File: config.mk
export PLATFORM = sky130hd
export DESIGN_NAME = ascon_round_scheduler_flat
export DESIGN_NICKNAME = d
export VERILOG_FILES = /design/src/rtl/ascon_round_scheduler_if.sv /design/src/rtl/ascon_round_scheduler.sv /design/src/flat_wrapper.sv
export SDC_FILE = /design/constraint.sdc
export NUM_CORES = 1
export LEC_CHECK = 0
export ABC_AREA = 1
export BUFFER_PORTS_ARGS = -buffer_cell sky130_fd_sc_hd__buf_4
export CAP_MARGIN = 20
export CORE_AREA = 2 2 39 41
export CTS_CLUSTER_SIZE = 28
export DETAILED_ROUTE_END_ITERATION = 10
export DIE_AREA = 0 0 41 43
export GPL_TIMING_DRIVEN = 0
export PLACE_DENSITY = 0.74
export SLEW_MARGIN = 25
export SYNTH_ARGS = -nofsm -noshare
export SYNTH_HDL_FRONTEND = slang
export SYNTH_SLANG_ARGS = --single-unit
File: constraint.sdc
create_clock -name i_clk -period 1.4 [get_ports i_clk]
set_input_delay 0 -clock i_clk [delete_from_list [all_inputs] [get_ports i_clk]]
set_output_delay 0 -clock i_clk [all_outputs]
set_load 0.02 [all_outputs]
File: src/rtl/ascon_round_scheduler_if.sv
// Handshake bundle between the Ascon mode FSM (master) and the round scheduler (slave).
// Abort signals exist only when ASCON_SCHED_ABORT_EN is defined.
interface ascon_round_scheduler_if;
   logic       i_start;
   logic [3:0] i_num_rounds;
   logic       o_ready;
   logic       o_load;
   logic       o_round_en;
   logic [3:0] o_round;
   logic       o_done;
   logic       o_err;
`ifdef ASCON_SCHED_ABORT_EN
   logic       i_abort;
   logic       o_aborted;

   modport master (output i_start, i_num_rounds, i_abort,
                   input  o_ready, o_load, o_round_en, o_round, o_done, o_err, o_aborted);
   modport slave  (input  i_start, i_num_rounds, i_abort,
                   output o_ready, o_load, o_round_en, o_round, o_done, o_err, o_aborted);
`else
   modport master (output i_start, i_num_rounds,
                   input  o_ready, o_load, o_round_en, o_round, o_done, o_err);
   modport slave  (input  i_start, i_num_rounds,
                   output o_ready, o_load, o_round_en, o_round, o_done, o_err);
`endif
endinterface

File: src/rtl/ascon_round_scheduler.sv
// Ascon permutation round scheduler: load/round-enable strobes and round-constant index.
// Optional abort path enabled by defining ASCON_SCHED_ABORT_EN.
//
// state | meaning
// IDLE  | waiting for a permutation request
// LOAD  | state register captures the external input state
// RUN   | one (or two) rounds applied per cycle, o_round = base constant index
// DONE  | final permuted state held; a new request may be accepted here
module ascon_round_scheduler #(
   parameter int ROUNDS_PER_CYCLE = 1,
   parameter int MAX_ROUNDS       = 12
) (
   input logic                     i_clk,
   input logic                     i_rst,
   ascon_round_scheduler_if.slave  bus
);

   typedef enum logic [1:0] {IDLE, LOAD, RUN, DONE} state_t;

   localparam logic [4:0] RPC = 5'(ROUNDS_PER_CYCLE);
   localparam logic [4:0] MAXR = 5'(MAX_ROUNDS);

   state_t     state_q, state_d;
   logic [3:0] rnd_q, rnd_d;
   logic       err_q, err_d;
   logic       aborted_q, aborted_d;
   logic       nr_legal;
   logic [4:0] rnd_next;

   // Two-rounds-per-cycle chaining can only finish exactly on MAX_ROUNDS with an even count.
   assign nr_legal = (bus.i_num_rounds != 4'd0) &&
                     ({1'b0, bus.i_num_rounds} <= MAXR) &&
                     ((ROUNDS_PER_CYCLE == 1) || !bus.i_num_rounds[0]);
   assign rnd_next = {1'b0, rnd_q} + RPC;

   always_ff @(posedge i_clk) begin
      if (i_rst) begin
         state_q   <= IDLE;
         rnd_q     <= '0;
         err_q     <= 1'b0;
         aborted_q <= 1'b0;
      end else begin
         state_q   <= state_d;
         rnd_q     <= rnd_d;
         err_q     <= err_d;
         aborted_q <= aborted_d;
      end
   end

   always_comb begin
      state_d   = state_q;
      rnd_d     = rnd_q;
      err_d     = 1'b0;
      aborted_d = 1'b0;
      case (state_q)
         IDLE, DONE: begin
            if (bus.i_start) begin
               if (nr_legal) begin
                  state_d = LOAD;
                  rnd_d   = 4'(MAXR - {1'b0, bus.i_num_rounds});
               end else begin
                  state_d = IDLE;
                  rnd_d   = '0;
                  err_d   = 1'b1;
               end
            end else begin
               state_d = IDLE;
            end
         end
         LOAD: state_d = RUN;
         RUN: begin
            rnd_d = rnd_next[3:0];
            if (rnd_next == MAXR) state_d = DONE;
         end
         default: state_d = IDLE;
      endcase
`ifdef ASCON_SCHED_ABORT_EN
      if (bus.i_abort && (state_q == LOAD || state_q == RUN)) begin
         state_d   = IDLE;
         rnd_d     = '0;
         aborted_d = 1'b1;
      end
`endif
   end

   assign bus.o_ready    = (state_q == IDLE) || (state_q == DONE);
   assign bus.o_load     = (state_q == LOAD);
   assign bus.o_round_en = (state_q == RUN);
   assign bus.o_round    = (state_q == RUN) ? rnd_q : 4'd0;
   assign bus.o_done     = (state_q == DONE);
   assign bus.o_err      = err_q;
`ifdef ASCON_SCHED_ABORT_EN
   assign bus.o_aborted  = aborted_q;
`endif

endmodule

File: src/flat_wrapper.sv
// flat-port wrapper written by rule: the top's interface ports become plain ports
module ascon_round_scheduler_flat 
#(
   parameter int ROUNDS_PER_CYCLE = 1,
   parameter int MAX_ROUNDS       = 12
)
  (i_clk, i_rst, bus_i_start, bus_i_num_rounds, bus_o_ready, bus_o_load, bus_o_round_en, bus_o_round, bus_o_done, bus_o_err);
  ascon_round_scheduler_if bus_i ();
  input logic i_clk;
  input logic i_rst;
  input wire logic [$bits(bus_i.i_start)-1:0] bus_i_start;
  input wire logic [$bits(bus_i.i_num_rounds)-1:0] bus_i_num_rounds;
  output wire logic [$bits(bus_i.o_ready)-1:0] bus_o_ready;
  output wire logic [$bits(bus_i.o_load)-1:0] bus_o_load;
  output wire logic [$bits(bus_i.o_round_en)-1:0] bus_o_round_en;
  output wire logic [$bits(bus_i.o_round)-1:0] bus_o_round;
  output wire logic [$bits(bus_i.o_done)-1:0] bus_o_done;
  output wire logic [$bits(bus_i.o_err)-1:0] bus_o_err;
  assign bus_i.i_start = bus_i_start;
  assign bus_i.i_num_rounds = bus_i_num_rounds;
  assign bus_o_ready = bus_i.o_ready;
  assign bus_o_load = bus_i.o_load;
  assign bus_o_round_en = bus_i.o_round_en;
  assign bus_o_round = bus_i.o_round;
  assign bus_o_done = bus_i.o_done;
  assign bus_o_err = bus_i.o_err;
  ascon_round_scheduler #(.ROUNDS_PER_CYCLE(ROUNDS_PER_CYCLE), .MAX_ROUNDS(MAX_ROUNDS)) u_core (.i_clk(i_clk), .i_rst(i_rst), .bus(bus_i));
endmodule
== After elaboration in Yosys (flattened, before gate mapping) ==
Cells that the tools add are included.

* Latch bits: 0
* Register bits after elaboration: 7
* Output and inout port bits: 9
* Input port bits: 7
* Bits in read-only memories: 0
* Memories kept: 0
* Memory bits (writable): 0

* Multipliers: 0
* Reduce and logical (&&, ||, !) cells: 8
* Bitwise operators: 2
* Div/mod/pow operators: 0
* Shift-type cells: 0
* $add $sub $neg: 2
* $lt $le $gt $ge: 1
* Multiplexer cells: 9
* Eq/ne operators: 6

{| class="wikitable"
|+ Operators with widths
! cell !! number
|-
| two-way mux 4 bit || 3
|-
| case mux 4 bit (2 select lines) || 1
|-
| case mux 2 bit (3 select lines) || 1
|-
| adder 4 x 1 -> 5 bit (second input constant) || 1
|-
| == test 5 x 4 -> 1 bit (second input constant) || 1
|-
| == test 2 bit (second input constant) || 2
|-
| <= comparator 4 bit (second input constant) || 1
|-
| nonzero test 4 bit || 1
|-
| subtractor 4 bit (first input constant) || 1
|-
| two-way mux 1 bit || 3
|-
| OR reduction 3 bit || 1
|-
| == test 2 x 1 -> 1 bit (second input constant) || 1
|-
| zero test 2 bit || 1
|-
| two-way mux 2 bit || 1
|-
| != test 2 x 1 -> 1 bit (second input constant) || 1
|-
| != test 2 bit (second input constant) || 1
|-
| inverter 1 bit || 2
|-
| AND reduction 2 bit || 1
|-
| nonzero test 2 bit || 1
|-
| OR reduction 2 bit || 1
|-
| logical AND 1 bit || 1
|-
| logical OR 1 bit || 1
|}

== Depth between registers and ports, before layout ==
* Depth after elaboration: 5
* Mapped depth: 10

== Least setup slack after synthesis ==
OpenSTA, ideal clock, no wires.

* Path type: reg-to-reg
* Start point: register u_core.state_q[0]
* End point: register u_core.rnd_q[3]
* Arrival time: 1.336 ns
* Setup slack: -0.050 ns
* Path buffers: 0
* Clock period less this slack: 1.450 ns
* Cell stages (with the launch flop): 10
* Library setup time: 0.115 ns
* Cell sequence: dfxtp_1 > inv_1 > ha_1 > nand2_1 > inv_2 > nor2_4 > inv_4 > nand3_2 > nor2_1 > nor2_1

* Cells in the longest elaborated chain, start to end: 4
* Elaborated cells between the ends (all ways): 8

{| class="wikitable"
|+ RTL lines
! what !! RTL line !! RTL
|-
| from (decl) || ascon_round_scheduler.sv:23 || <nowiki>state_t state_q, state_d;</nowiki>
|-
| from (signal assigned) || ascon_round_scheduler.sv:43 || <nowiki>state_q <= state_d;</nowiki>
|-
| == test 2 bit or zero test 2 bit (tied branches) || ascon_round_scheduler.sv:55 || <nowiki>case (state_q)</nowiki>
|-
| OR reduction 2 bit || ascon_round_scheduler.sv:55 ||
|-
| != test 2 bit (no line) or nonzero test 2 bit (tied branches) || -- ||
|-
| AND reduction 2 bit (no line) || -- ||
|-
| to (signal assigned) || ascon_round_scheduler.sv:44 || <nowiki>rnd_q <= rnd_d;</nowiki>
|-
| to (decl) || ascon_round_scheduler.sv:24 || <nowiki>logic [3:0] rnd_q, rnd_d;</nowiki>
|}

Several ways; a longest one is shown, not always the timed one.
A chain may end at the register's enable or synchronous reset.

== Worst setup path after layout ==
Same ends and word-level chain as after synthesis.

==> flow_metrics.py <==
metrics = {
    "global_route": {
        "grt_pass1_wl_um": 1850,
        "antenna_found_initial": 0,
        "grt_start_max_net_pins": 10,
        "groute.usage.overall_pct": 15.7,
        "grt_overflow": 0,
        "grt_pass1_vias": 499,
    },
    "cts": {
        "cts_tree": "built",
        "cts_root_buf": "clkbuf_4",
        "cts_buffers": 3,
        "path_clk_slew_ps": 50,
        "clock-sinks": 7,
        "clk_path_buf_depth": 2,
        "cts_max_level": 1,
        "clk_latency_ps": 260,
    },
    "worst_setup_path": {
        "r2r_end": "u_core.rnd_q[3]$_SDFFE_PP0P_",
        "critical_path.max_fanout": 9,
        "end_kind": "register",
        "critical-path-max-stage-delay_ps": 340,
        "cp_data_required_time_ps": 1550,
        "endpoint": "u_core.rnd_q[3]$_SDFFE_PP0P_",
        "criticalPathCategory": "register to register",
        "critPathLaunchType": "register",
        "crit_path_start": "u_core.state_q[0]$_SDFFE_PP0P_",
        "r2r-start": "u_core.state_q[0]$_SDFFE_PP0P_",
        "crit_chain": "inv_1, ha_4, buf_6, inv_6, nor2_4, nor2_4, inv_4, o21ai_1, nor2_1",
        "reg2reg_slack_ps": 80,
        "cpMostUsedCell": "nor2_4",
        "rr_worst_depth": 9,
        "arrival_ps": 1470,
        "crit_slowest_cell": "dfxtp_2",
    },
    "synth": {
        "ys_seq_area_share_pct": 25.9,
        "ys_ff_latch": 7,
        "synth_top_family_by_area": "simple AND/OR/NAND/NOR gates",
        "synth.distinct_cells": 16,
        "muxShareOfSynthArea_pct": 0,
        "synth-xor-area-share_pct": 1.62,
        "syn_area_per_cell_um2": 6.43,
        "postSynthNetCount": 96,
        "ys_warn_count": 0,
        "synth-compound-area-share_pct": 15.7,
        "yosysTopAreaCell": "dfxtp_1",
        "ys_top_cells_by_area": "dfxtp_1 26%, nand2_1 15%, ha_1 12%",
        "syn-instance-count": 84,
        "yosysTopAreaCellShare_pct": 25.9,
        "synth-simple-area-share_pct": 29.2,
        "syn_area_um2": 541,
        "synthAdderAreaFrac_pct": 11.6,
    },
    "cells_and_area": {
        "final_cell_mix": "21 x nand2_1, 16 x buf_4, 15 x inv_1",
        "fill_cells": 148,
        "final_common_cell": "nand2_1",
        "regArea_um2": 141,
        "syn_to_final_growth_pct": 36.3,
        "final_layout_size_suffix_gt1_share_pct": 28.6,
        "multi_input_area_um2": 333,
        "finalInstanceArea_um2": 737,
        "nets": 118,
        "utilization_pct": 53.3,
        "antennaDiodeCount": 0,
    },
    "drt": {
        "initialDrtViolationCount": 4,
        "viasPerCell": 4.70,
        "num_vias": 569,
        "ant_nets": 0,
        "drc": 0,
        "drt-total-wl_um": 1100,
        "wl_per_cell_um": 9.12,
        "dr.pass1.iters": 2,
    },
    "sta": {
        "setup_tns_ps": 0,
        "min_period_ps": 1320,
        "setup_viol": 0,
        "fin_crit_sh_pct": 94.0,
        "rsz0062_at_grt": "no",
        "max_freq_mhz": 760,
        "report.final.slew_viol_count": 0,
        "timing.slew.headroom_pct": 81.9,
        "skew_ps": 1.80,
        "worst_pin_slew_ps": 268,
        "hold_viol": 0,
        "finalWorstSetupSlack_ps": 84.0,
    },
    "run": {
        "max-cap-violations": 0,
    },
    "place": {
        "routabilityCongestion": 0.828,
        "dpl_worst_slack_ps": -10.3,
        "port-buffer-count": 15,
        "placed_area_um2": 676,
        "dp_hpwl_um": 853,
    },
    "pwr": {
        "report.power.total_w": 0.00127,
        "p_per_area_nw_per_um2": 1720,
        "p_leak_nw": 0.403,
        "peakVddDrop_uv": 651,
    },
    "floorplan": {
        "io_pins": 16,
        "die_h_um": 43,
        "core_area_um2": 1380,
        "rows": 14,
        "dieArea_um2": 1760,
        "dieWidth_um": 41,
        "start_util_pct": 39.1,
    },
    "hold_path": {
        "hp-class": "input pin to register",
    },
    "status": {
        "status": "completed",
    },
}
## routing by layer
metal  vias up  track usage [%]  wire, um
met2        12             22.8       565
li1        301                -         -
met3         5             3.14        27
met1       251             18.0       462
met4         0             14.0        47
met5         -                0         0
## Yosys cell counts (all sizes together)
| cell | count |
|---|---|
| dfxtp | 7 |
| a21oi | 8 |
| nand3 | 5 |
| nor2 | 9 |
| o21ai | 9 |
| buf | 1 |
| ha | 5 |
| xor2 | 1 |
| nand2 | 21 |
| inv | 18 |
## power by group
part	switching, W	internal [W]
Combinational	0.000420	0.000308
Sequential	0.0000762	0.000275
Clock	0.0000766	0.000109
## worst min path at each step
stage / end / depth (start not counted) / startpoint
detailed placement: u_core.bus.o_err$_SDFF_PP0_ / 2 / i_rst
floorplan: u_core.bus.o_err$_SDFF_PP0_ / 1 / i_rst
global placement: u_core.bus.o_err$_SDFF_PP0_ / 2 / i_rst
global route: u_core.rnd_q[0]$_SDFFE_PP0P_ / 3 / bus_i_num_rounds[0]
CTS: u_core.rnd_q[0]$_SDFFE_PP0P_ / 3 / bus_i_num_rounds[0]
finish: u_core.rnd_q[0]$_SDFFE_PP0P_ / 3 / bus_i_num_rounds[0]
## registers in the layout, indices dropped and copies added (netlist names)
register and flops:
u_core.bus.o_err 1, u_core.state_q 2, u_core.rnd_q 4
## stage by stage
stage | hold slack, ps | cells
after global routing | 36.9 | 121
after detailed placement | 172 | 115
after floorplan | 71.6 | 84
final | 16.7 | 121
after global placement | 167 | 115
after CTS | 13.4 | 120
## critical path: cells and delay by family (launching register included)
kind | cells | cell delay [ps]
fa+ha+maj | 1 | 160
flops | 1 | 340
buf+inv | 4 | 340
simple gates | 3 | 250
compound gates | 1 | 120
## final cells by class
cell class,count,share of cell area (%)
inverters,18,10.2
repair buffers,17,17.7
multi-input cells,58,45.2
flip-flops and latches,7,19.2
plain buffers,1,1.53
clock buffers,4,3.57
well taps,16,2.72
## timing repair
item                                    CTS  global route
pin swaps                                 0             1
buffers inserted                          0             1
hold buffers                              1             0
hold endpoints to repair                  1             0
gates resized for setup                   1             3
endpoints found under the setup margin    4             5
## cell families (layout without fill, tap and decap cells)
logic type,after synthesis,after routing
compound gates,17,17
fa+ha+maj,5,5
simple gates,35,35
buf+inv,19,40
flops,7,7
xor+xnor,1,1
Power figures use the tool's default switching activity.
